`src/rtl/arb.sv`:
```
// Two-master round-robin bus arbiter (DMA vs TDSP) with registered grants.
// Define ARB_HOLD_LIMIT_EN to preempt a holder after MAX_HOLD contended cycles.
module arb #(
    parameter int unsigned MAX_HOLD = 16
) (
    input  logic clk,
    input  logic reset,
    input  logic dma_breq,
    input  logic tdsp_breq,
    output logic dma_grant,
    output logic tdsp_grant
);

    typedef enum logic [1:0] {
        IDLE     = 2'd0,
        GNT_DMA  = 2'd1,
        GNT_TDSP = 2'd2
    } state_e;

    if (MAX_HOLD < 2 || MAX_HOLD > 255) begin : g_bad_hold
        $error("arb: MAX_HOLD must be in 2..255");
    end

    state_e state_q, state_d;
    logic   last_dma_q, last_dma_d;
    logic   dma_grant_q, tdsp_grant_q;

`ifdef ARB_HOLD_LIMIT_EN
    localparam logic [7:0] HOLD_LAST = 8'(MAX_HOLD - 1);
    logic [7:0] hold_q, hold_d;
`endif

    always_comb begin
        state_d    = state_q;
        last_dma_d = last_dma_q;
`ifdef ARB_HOLD_LIMIT_EN
        hold_d     = hold_q;
`endif
        unique case (state_q)
            IDLE: begin
                if (dma_breq && tdsp_breq)
                    state_d = last_dma_q ? GNT_TDSP : GNT_DMA;
                else if (dma_breq)
                    state_d = GNT_DMA;
                else if (tdsp_breq)
                    state_d = GNT_TDSP;
            end
            GNT_DMA: begin
                if (!dma_breq)
                    state_d = tdsp_breq ? GNT_TDSP : IDLE;
`ifdef ARB_HOLD_LIMIT_EN
                else if (tdsp_breq) begin
                    if (hold_q == HOLD_LAST)
                        state_d = GNT_TDSP;
                    else
                        hold_d = hold_q + 8'd1;
                end
`endif
            end
            GNT_TDSP: begin
                if (!tdsp_breq)
                    state_d = dma_breq ? GNT_DMA : IDLE;
`ifdef ARB_HOLD_LIMIT_EN
                else if (dma_breq) begin
                    if (hold_q == HOLD_LAST)
                        state_d = GNT_DMA;
                    else
                        hold_d = hold_q + 8'd1;
                end
`endif
            end
            default: state_d = IDLE;
        endcase

        // Round-robin memory and hold count refresh only on entry to a grant.
        if (state_d == GNT_DMA && state_q != GNT_DMA) begin
            last_dma_d = 1'b1;
`ifdef ARB_HOLD_LIMIT_EN
            hold_d     = 8'd0;
`endif
        end
        if (state_d == GNT_TDSP && state_q != GNT_TDSP) begin
            last_dma_d = 1'b0;
`ifdef ARB_HOLD_LIMIT_EN
            hold_d     = 8'd0;
`endif
        end
    end

    always_ff @(posedge clk) begin
        if (reset) begin
            state_q      <= IDLE;
            last_dma_q   <= 1'b0;
            dma_grant_q  <= 1'b0;
            tdsp_grant_q <= 1'b0;
`ifdef ARB_HOLD_LIMIT_EN
            hold_q       <= 8'd0;
`endif
        end else begin
            state_q      <= state_d;
            last_dma_q   <= last_dma_d;
            dma_grant_q  <= (state_d == GNT_DMA);
            tdsp_grant_q <= (state_d == GNT_TDSP);
`ifdef ARB_HOLD_LIMIT_EN
            hold_q       <= hold_d;
`endif
        end
    end

    assign dma_grant  = dma_grant_q;
    assign tdsp_grant = tdsp_grant_q;

endmodule

```
`config.mk`:
```
export PLATFORM = sky130hd
export DESIGN_NAME = arb
export DESIGN_NICKNAME = d
export VERILOG_FILES = /design/src/rtl/arb.sv
export SDC_FILE = /design/constraint.sdc
export NUM_CORES = 1
export LEC_CHECK = 0
export ABC_AREA = 0
export CAP_MARGIN = 15
export CORE_AREA = 4 4 41 43
export CTS_CLUSTER_DIAMETER = 120
export DETAILED_ROUTE_END_ITERATION = 10
export DIE_AREA = 0 0 45 47
export PLACE_DENSITY = 0.34
export SLEW_MARGIN = 10
export SYNTH_ARGS = -nofsm -noshare
export SYNTH_HDL_FRONTEND = slang
export SYNTH_SLANG_ARGS = --single-unit
export TNS_END_PERCENT = 10
```
`constraint.sdc`:
```
create_clock -name clk -period 0.85 [get_ports clk]
set_input_delay 0.085 -clock clk [delete_from_list [all_inputs] [get_ports clk]]
set_output_delay 0.085 -clock clk [all_outputs]
set_load 0.02 [all_outputs]
```
Word level (Yosys, flattened, before mapping):

Cells that the tools add are included.

* register bits: 5
* logic and storage cells: 24

* eq/ne operators: 6
* mux-type cells: 9
* reduce and logical (&&, ||, !) cells: 5

Operator list (number)
* $mux 2: 7
* $pmux 2 s3: 1
* $eq 2x1->1 const B: 2
* $eq 2x2->1 const B: 2
* $logic_and 1x1->1: 3
* $logic_not 2->1: 1
* $ne 2x1->1 const B: 1
* $ne 2x2->1 const B: 1
* $reduce_or 2->1: 1
* $mux 1: 1

Depth between registers and ports, before layout:

Gate-level depths: netlist (run 1).

* depth after elaboration: 7
* gate-level depth with buffers: 3
* mapped depth without buffers: 3

Worst setup path after synthesis (run 1):

OpenSTA, ideal clock, no wires.

* path type: reg2reg
* start: reg last_dma_q
* end: reg dma_grant_q (netlist: dma_grant)
* setup time: 0.117 ns
* data arrival time: 0.733 ns
* setup slack: 0.001 ns
* stages on the path, launching flop included: 4
* path buffers: 0
* period minus slack after synthesis: 0.849 ns
* cell sequence: dfxtp_1 nor2b_1 o22ai_1 and3b_2

* longest elaborated chain between the ends: 4

Ends and longest elaborated chain
* from (decl): RTL line 25 `logic last_dma_q, last_dma_d;`
* from (signal assigned): RTL line 101 `last_dma_q <= last_dma_d;`
* $mux 2: RTL line 42 `state_d = last_dma_q ? GNT_TDSP : GNT_DMA;`
* $mux 2: RTL line 41 `if (dma_breq && tdsp_breq)`
* $pmux 2 s3: RTL line 39 `unique case (state_q)`
* $eq 2x1->1: RTL line 102 `dma_grant_q <= (state_d == GNT_DMA);`
* to (signal assigned): RTL line 102
* to (decl): RTL line 26 `logic dma_grant_q, tdsp_grant_q;`

Every way passes these cells.
A chain may end at the register's enable or synchronous reset.

Worst setup path in the final report (run 1):

Same ends and word-level chain as after synthesis.

==> summary.txt, run 1 <==
remaining antenna violation count after routing -> 0
largest vdd supply drop -> 0.000467 V
Total Wirelength -> 423 um
number of buffers on the longest clock path -> 2
clk sinks -> 5
row cnt -> 13
routed via count divided by cell count -> 4.02
adder and majority cell fraction of the synthesized area -> 0%
portion of total power attributed to the clock network -> 44.1%
arrival time reported for the critical path endpoint -> 1.01 ns
area added between synthesis and finish -> 50.6%
Max Freq -> 1140 MHz
least setup slack across all paths after layout -> -0.0270 ns
power density relative to cell area -> 2140 nW/um^2
hold-fix buffer count after cts -> 0
final setup fails -> 3
area of the die -> 2120 um^2
first-pass GRT wire length -> 683 um
clock latency reported for the late side of the worst-skew pair -> 0.24 ns
Final Wtd Congestion -> 0.760
n_diodes -> 0
violations in the final reports -> negative setup slack
gate count of the mapped netlist -> 18
# placed instances -> 39
worst hold-check slack -> 0.294 ns
critical path class -> reg -> reg
mean instance size in the synthesized netlist -> 10.7 um^2
number of global-route vias before repair -> 173
final std cell area, no fill -> 290 um^2
switching share of power -> 23.4%
count of cell types in the netlist -> 10
post-CTS setup buffers -> 0
worst rel slew slack -> 83.6%
starting utilization of the core area -> 14.8%
R2R setup slack -> -0.03 ns
result of the run -> complete, but fails checks
Final TNS setup -> -0.0565 ns
H-tree levels -> 1
fin nets -> 33
port buffer count -> 5
maximum number of pins on one net before global-route repair -> 6
destination of the critical timing path -> dma_grant
RR Endpoint -> dma_grant
number of maximum-capacitance violations -> 0
sequential-to-total area share from yosys stat -> 51.9%
net count after synthesis -> 22
compound-cell area share of the yosys netlist -> 16.2%
RSZ-0062 raised after global routing -> yes
Synthesis Warnings -> 0
internal power -> 475 uW
Lkg Pwr -> 0.000125 uW
DRC viols -> 0
sequential fraction of design power -> 43.5%
Max Fanout on Critical Path -> 5
actual slew at the worst max-slew pin -> 0.245 ns
total standard cell area after synthesis -> 193 um^2
fin crit period -> 0.877 ns
number of standard cells in the layout, taps in and fillers out -> 43
number of antenna violations at the first check in global routing -> 0
fraction of final layout cells with drive strength greater than 1 -> 39.3%
# IOs -> 6
data required time of the worst path -> 0.98 ns
x dimension of the die -> 45 um
routed wirelength normalized by instance count -> 9.84 um
startpoint of the lowest-slack register-to-register path -> last_dma_q
Worst Clk Skew -> 0.00518 ns
count of fill cells added during filler insertion -> 153
TritonCTS clock tree -> built
kind of launch point of the worst setup path -> register
critical path capture point type -> register
initial DRC count -> 0
Synth Area in Simple Gates -> 31.8%
leftover overflow at the end of global routing -> 0
number of pins exceeding their max-slew limit in the final report -> 0
Psw -> 145 uW
Post-Synth XOR/XNOR Area -> 0%
dominant combinational cell family by area after synthesis -> simple AND/OR/NAND/NOR gates
R2R cell count -> 3
HP Class -> in -> reg
Area after DPL -> 269 um^2
number of iterations in the first detailed-routing pass -> 1
Die H -> 47 um
Yosys reg bits -> 5
fraction of the cycle the final worst path needs -> 103%
Clock Root Buffer -> sky130_fd_sc_hd__clkbuf_4
clock slew at the register clock pins of the worst setup and hold paths -> 0.05 ns
multiplexer fraction of the synthesized cell area -> 0%
final count of hold timing violations -> 0
overall via count from detail_route -> 173
Core Area -> 1300 um^2
logic gate share of total power -> 12.5%
startpoint of the worst setup timing path -> last_dma_q
GRT Util Overall -> 5.38%
number of buffers created by CTS -> 3
## how the worst min path moves through the flow
stage	endpoint	slack, ns	cells past startpoint	startpoint
final	state_q[0]	0.29	2	dma_breq
after global routing	state_q[0]	0.31	2	dma_breq
after CTS	state_q[0]	0.29	2	dma_breq
after detailed placement	last_dma_q	0.53	1	last_dma_q
after global placement	last_dma_q	0.53	1	last_dma_q
after floorplan	last_dma_q	0.16	1	reset
## flip-flops by register name, summed over array words and instances (netlist names)
name,flops
state_q,2
dma_grant,1
last_dma_q,1
tdsp_grant,1
## Yosys cell counts, drive strengths merged
cell	number	area share, %
nor2b	2	6.5
o21ai	1	2.6
and3b	4	19
a311oi	1	4.5
nor2	1	1.9
dfxtp	5	52
nand3b	1	3.9
o22ai	2	6.5
a21oi	1	2.6
## critical path, stage by stage (launching register included)
cell	delay, ns
sky130_fd_sc_hd__dfxtp_4	0.35
sky130_fd_sc_hd__nor2b_1	0.12
sky130_fd_sc_hd__o22ai_1	0.09
sky130_fd_sc_hd__and3b_2	0.21
## power by group through the flow
stage	combinational (uW)	clock (uW)	sequential, uW
5_1_grt	85.1	291	272
4_1_cts	77.8	284	269
3_5_place_dp	84.6	0	271
2_1_floorplan	35.5	0	276
3_3_place_gp	83.2	0	271
6_report	77.2	273	269
## stage by stage
| stage | utilization (%) | setup slack, ns | power [uW] |
|---|---|---|---|
| CTS | 22.0 | -0.0333 | 631 |
| global placement | 20.7 | -0.273 | 354 |
| detailed placement | 20.7 | -0.313 | 356 |
| finish | 22.3 | -0.0270 | 620 |
| global route | 22.3 | -0.0710 | 648 |
| floorplan | - | 0.000919 | 312 |
## metal layers
| metal | share of wire (%) | track usage, % |
|---|---|---|
| met5 | 0 | 0 |
| met4 | 2.1 | 7.02 |
| met3 | 8.7 | 3.83 |
| met2 | 53 | 8.19 |
| met1 | 36 | 3.88 |
## cell families (layout without fill, tap and decap cells)
kind of cell	Yosys count	count (layout)
and+or+nand+nor	8	8
DFF	5	5
AOI/OAI and AO/OA	5	5
buffers and inverters	0	10
## placed cells by master, fill, tap and decap left out, types with 2 or more instances in the layout
cell type	instances
sky130_fd_sc_hd__dfxtp_1	2
sky130_fd_sc_hd__buf_2	2
sky130_fd_sc_hd__clkdlybuf4s50_1	2
sky130_fd_sc_hd__and3b_2	2
sky130_fd_sc_hd__dfxtp_2	2
sky130_fd_sc_hd__and3b_1	2
sky130_fd_sc_hd__nor2b_1	2
sky130_fd_sc_hd__o22ai_1	2
sky130_fd_sc_hd__clkbuf_4	3
## cell type report
cell class	instances	area [um^2]	share of cell area, %
clock buffers	4	26.3	9.05
multi-input cells	13	92.6	31.9
flip-flops and latches	5	106	36.6
well taps	15	18.8	6.47
repair buffers	6	46.3	15.9
## repair_timing
| item | in CTS | in global routing |
|---|---|---|
| gates resized for setup | 11 | 2 |
| pin swaps | 2 | 0 |
| endpoints found under the setup margin | 5 | 5 |
No activity file was read; power rests on OpenSTA's default activity.
==> inputs of run 2 (changes only) <==
PLACE_DENSITY = default   (was 0.34)
PLACE_DENSITY_LB_ADDON = 0.25   (was default)
SLEW_MARGIN = 20   (was 10)
clock period = 0.8 ns   (was 0.85 ns; I/O delays follow)
==> summary.txt, run 2 (synthesis results as in run 1) <==
result of the run -> complete, but fails checks
violations in the final reports -> negative setup slack
fraction of final layout cells with drive strength greater than 1 -> 46.4% (+7.1 points)
leftover overflow at the end of global routing -> 0 (unchanged)
Total Wirelength -> 443 um (+4.7%)
fin crit period -> 0.865 ns (-0.0117 ns)
total power consumption of the routed design -> 669 uW (+7.9%)
GRT Util Overall -> 5.77% (+0.39 points)
sequential fraction of design power -> 42.9% (-0.6 points)
first-pass GRT wire length -> 800 um (+17%)
starting utilization of the core area -> 14.8% (unchanged)
port buffer count -> 5 (unchanged)
fraction of the cycle the final worst path needs -> 108% (+5.0 points)
area of the die -> 2120 um^2 (unchanged)
switching share of power -> 23.1% (-0.32 points)
largest vdd supply drop -> 0.00112 V (+140%)
fin nets -> 33 (unchanged)
critical path capture point type -> register
Lkg Pwr -> 0.000132 uW (+5.3%)
maximum number of pins on one net before global-route repair -> 6 (unchanged)
worst rel slew slack -> 86.0% (+2.5 points)
logic gate share of total power -> 14.1% (+1.6 points)
number of buffers on the longest clock path -> 2 (unchanged)
remaining antenna violation count after routing -> 0 (unchanged)
DRC viols -> 0 (unchanged)
number of flip-flops under the largest register name -> 2 (unchanged)
least setup slack across all paths after layout -> -0.0653 ns (-0.0383 ns)
power density relative to cell area -> 2220 nW/um^2 (+3.9%)
cell depth of the worst hold path -> 2 (unchanged)
number of global-route vias before repair -> 198 (+14%)
clock latency reported for the late side of the worst-skew pair -> 0.24 ns (about the same)
final setup fails -> 3 (unchanged)
initial DRC count -> 3 (+3)
RSZ-0062 raised after global routing -> yes
portion of total power attributed to the clock network -> 43.0% (-1.1 points)
critical path class -> reg -> reg
Worst path top cell family by delay -> simple AND/OR/NAND/NOR gates
Worst Clk Skew -> 0.00224 ns (-0.00294 ns)
area added between synthesis and finish -> 56.5%
Psw -> 154 uW (+6.4%)
HP Class -> in -> reg
R2R cell count -> 3 (unchanged)
Max Freq -> 1160 MHz (+1.4%)
x dimension of the die -> 45 um (unchanged)
Most flops, register -> state_q
actual slew at the worst max-slew pin -> 0.208 ns (-0.0368 ns)
H-tree levels -> 1 (unchanged)
n_diodes -> 0 (unchanged)
data required time of the worst path -> 0.93 ns (-0.05 ns)
post-layout utilization of the core -> 23.2% (+0.87 points)
instance count on the critical path -> 3 (unchanged)
worst path buffer plus inverter count -> 0 (unchanged)
row cnt -> 13 (unchanged)
number of maximum-capacitance violations -> 0 (unchanged)
Final Wtd Congestion -> 0.743 (-2.3%)
clk sinks -> 5 (unchanged)
Core Area -> 1300 um^2 (unchanged)
Die H -> 47 um (unchanged)
final count of hold timing violations -> 0 (unchanged)
clock slew at the register clock pins of the worst setup and hold paths -> 0.04 ns (about the same)
internal power -> 515 uW (+8.4%)
number of antenna violations at the first check in global routing -> 0 (unchanged)
Clock Root Buffer -> sky130_fd_sc_hd__clkbuf_4
TritonCTS clock tree -> built
Critical Path, Cell by Cell -> nor2b_2 -> o22ai_2 -> and3b_2
number of buffers created by CTS -> 3 (unchanged)
number of pins exceeding their max-slew limit in the final report -> 0 (unchanged)
largest stage delay on the critical path -> 0.34 ns (about the same)
most used cells in the layout excluding fill and tap cells -> 3 x sky130_fd_sc_hd__clkbuf_4, 3 x sky130_fd_sc_hd__dfxtp_2, 3 x sky130_fd_sc_hd__buf_4
overall via count from detail_route -> 177 (+2.3%)
routed wirelength normalized by instance count -> 10.3 um (+4.7%)
number of iterations in the first detailed-routing pass -> 2 (+1)
Max Fanout on Critical Path -> 4 (-1)
routed via count divided by cell count -> 4.12 (+2.3%)
# IOs -> 6 (unchanged)
count of fill cells added during filler insertion -> 148 (-3.3%)
CP max stage cell -> sky130_fd_sc_hd__dfxtp_2
arrival time reported for the critical path endpoint -> 0.99 ns (-0.02 ns)
kind of launch point of the worst setup path -> register
hold-fix buffer count after cts -> 0 (unchanged)
[run 2: cell count changes in the layout (fill, tap and decap cells not counted)]
cell	change
sky130_fd_sc_hd__buf_2	-2
sky130_fd_sc_hd__buf_4	+2
sky130_fd_sc_hd__dfxtp_2	+1
sky130_fd_sc_hd__dfxtp_4	-1
sky130_fd_sc_hd__nor2b_1	-1
sky130_fd_sc_hd__nor2b_2	+1
sky130_fd_sc_hd__o22ai_1	-1
sky130_fd_sc_hd__o22ai_2	+1
[run 2: power by group through the flow]
stage | logic, uW | registers, uW | clock network [uW]
6_report | 94.1 | 287 | 288
3_5_place_dp | 86.0 | 288 | 0
3_3_place_gp | 83.3 | 288 | 0
4_1_cts | 77.9 | 284 | 306
2_1_floorplan | 37.7 | 294 | 0
5_1_grt | 104 | 290 | 322
[run 2: layout make-up]
cell class	count	area, um^2	area share (%)
Timing Repair Buffer	6	51.3	17.0
Sequential cell	5	104	34.4
Clock buffer	4	26.3	8.71
Tap cell	15	18.8	6.22
Multi-Input combinational cell	13	101	33.6
[run 2: routing by layer]
| layer | vias to the layer above | global-route usage (%) | wire length (um) |
|---|---|---|---|
| met3 | 0 | 6.13 | 45 |
| li1 | 87 | - | - |
| met1 | 84 | 5.00 | 171 |
| met4 | 0 | 1.75 | 0 |
| met5 | - | 0 | 0 |
| met2 | 6 | 9.04 | 226 |
[run 2: worst paths after layout]
path / start / endpoint / slack (ns)
worst max-delay path: last_dma_q / state_q[0] / -0.07
worst min-delay path: dma_breq / dma_grant / 0.32
worst max register to register: last_dma_q / state_q[0] / -0.07
worst min register to register: last_dma_q / last_dma_q / 0.56
[run 2: timing repair]
item                                    in CTS  in global routing
pin swaps                                    1                  0
setup buffers                                0                  1
gates resized for setup                      9                  6
endpoints found under the setup margin       5                  7
hold endpoints to repair                     0                  0
[run 2: through the flow]
stage	setup slack, ns	area (um^2)	setup TNS, ns	hold WS [ns]	std cells
2_1_floorplan	-0.0104	194	-0.0207	0.145	18
3_3_place_gp	-0.317	263	-1.50	0.451	38
3_5_place_dp	-0.402	263	-1.64	0.472	38
4_1_cts	-0.0830	278	-0.206	0.316	42
5_1_grt	-0.0928	302	-0.419	0.354	43
6_report	-0.0653	302	-0.139	0.322	43
[run 2: worst register-to-register path: stages (launching register included)]
cell                      delay (ns)
sky130_fd_sc_hd__dfxtp_2        0.34
sky130_fd_sc_hd__nor2b_2        0.15
sky130_fd_sc_hd__o22ai_2        0.07
sky130_fd_sc_hd__and3b_2        0.20
==> inputs of run 3 (changes only) <==
CAP_MARGIN = default   (was 15)
==> results of run 3 <==
The final DEF is identical to that of run 2; final timing and power are the same.
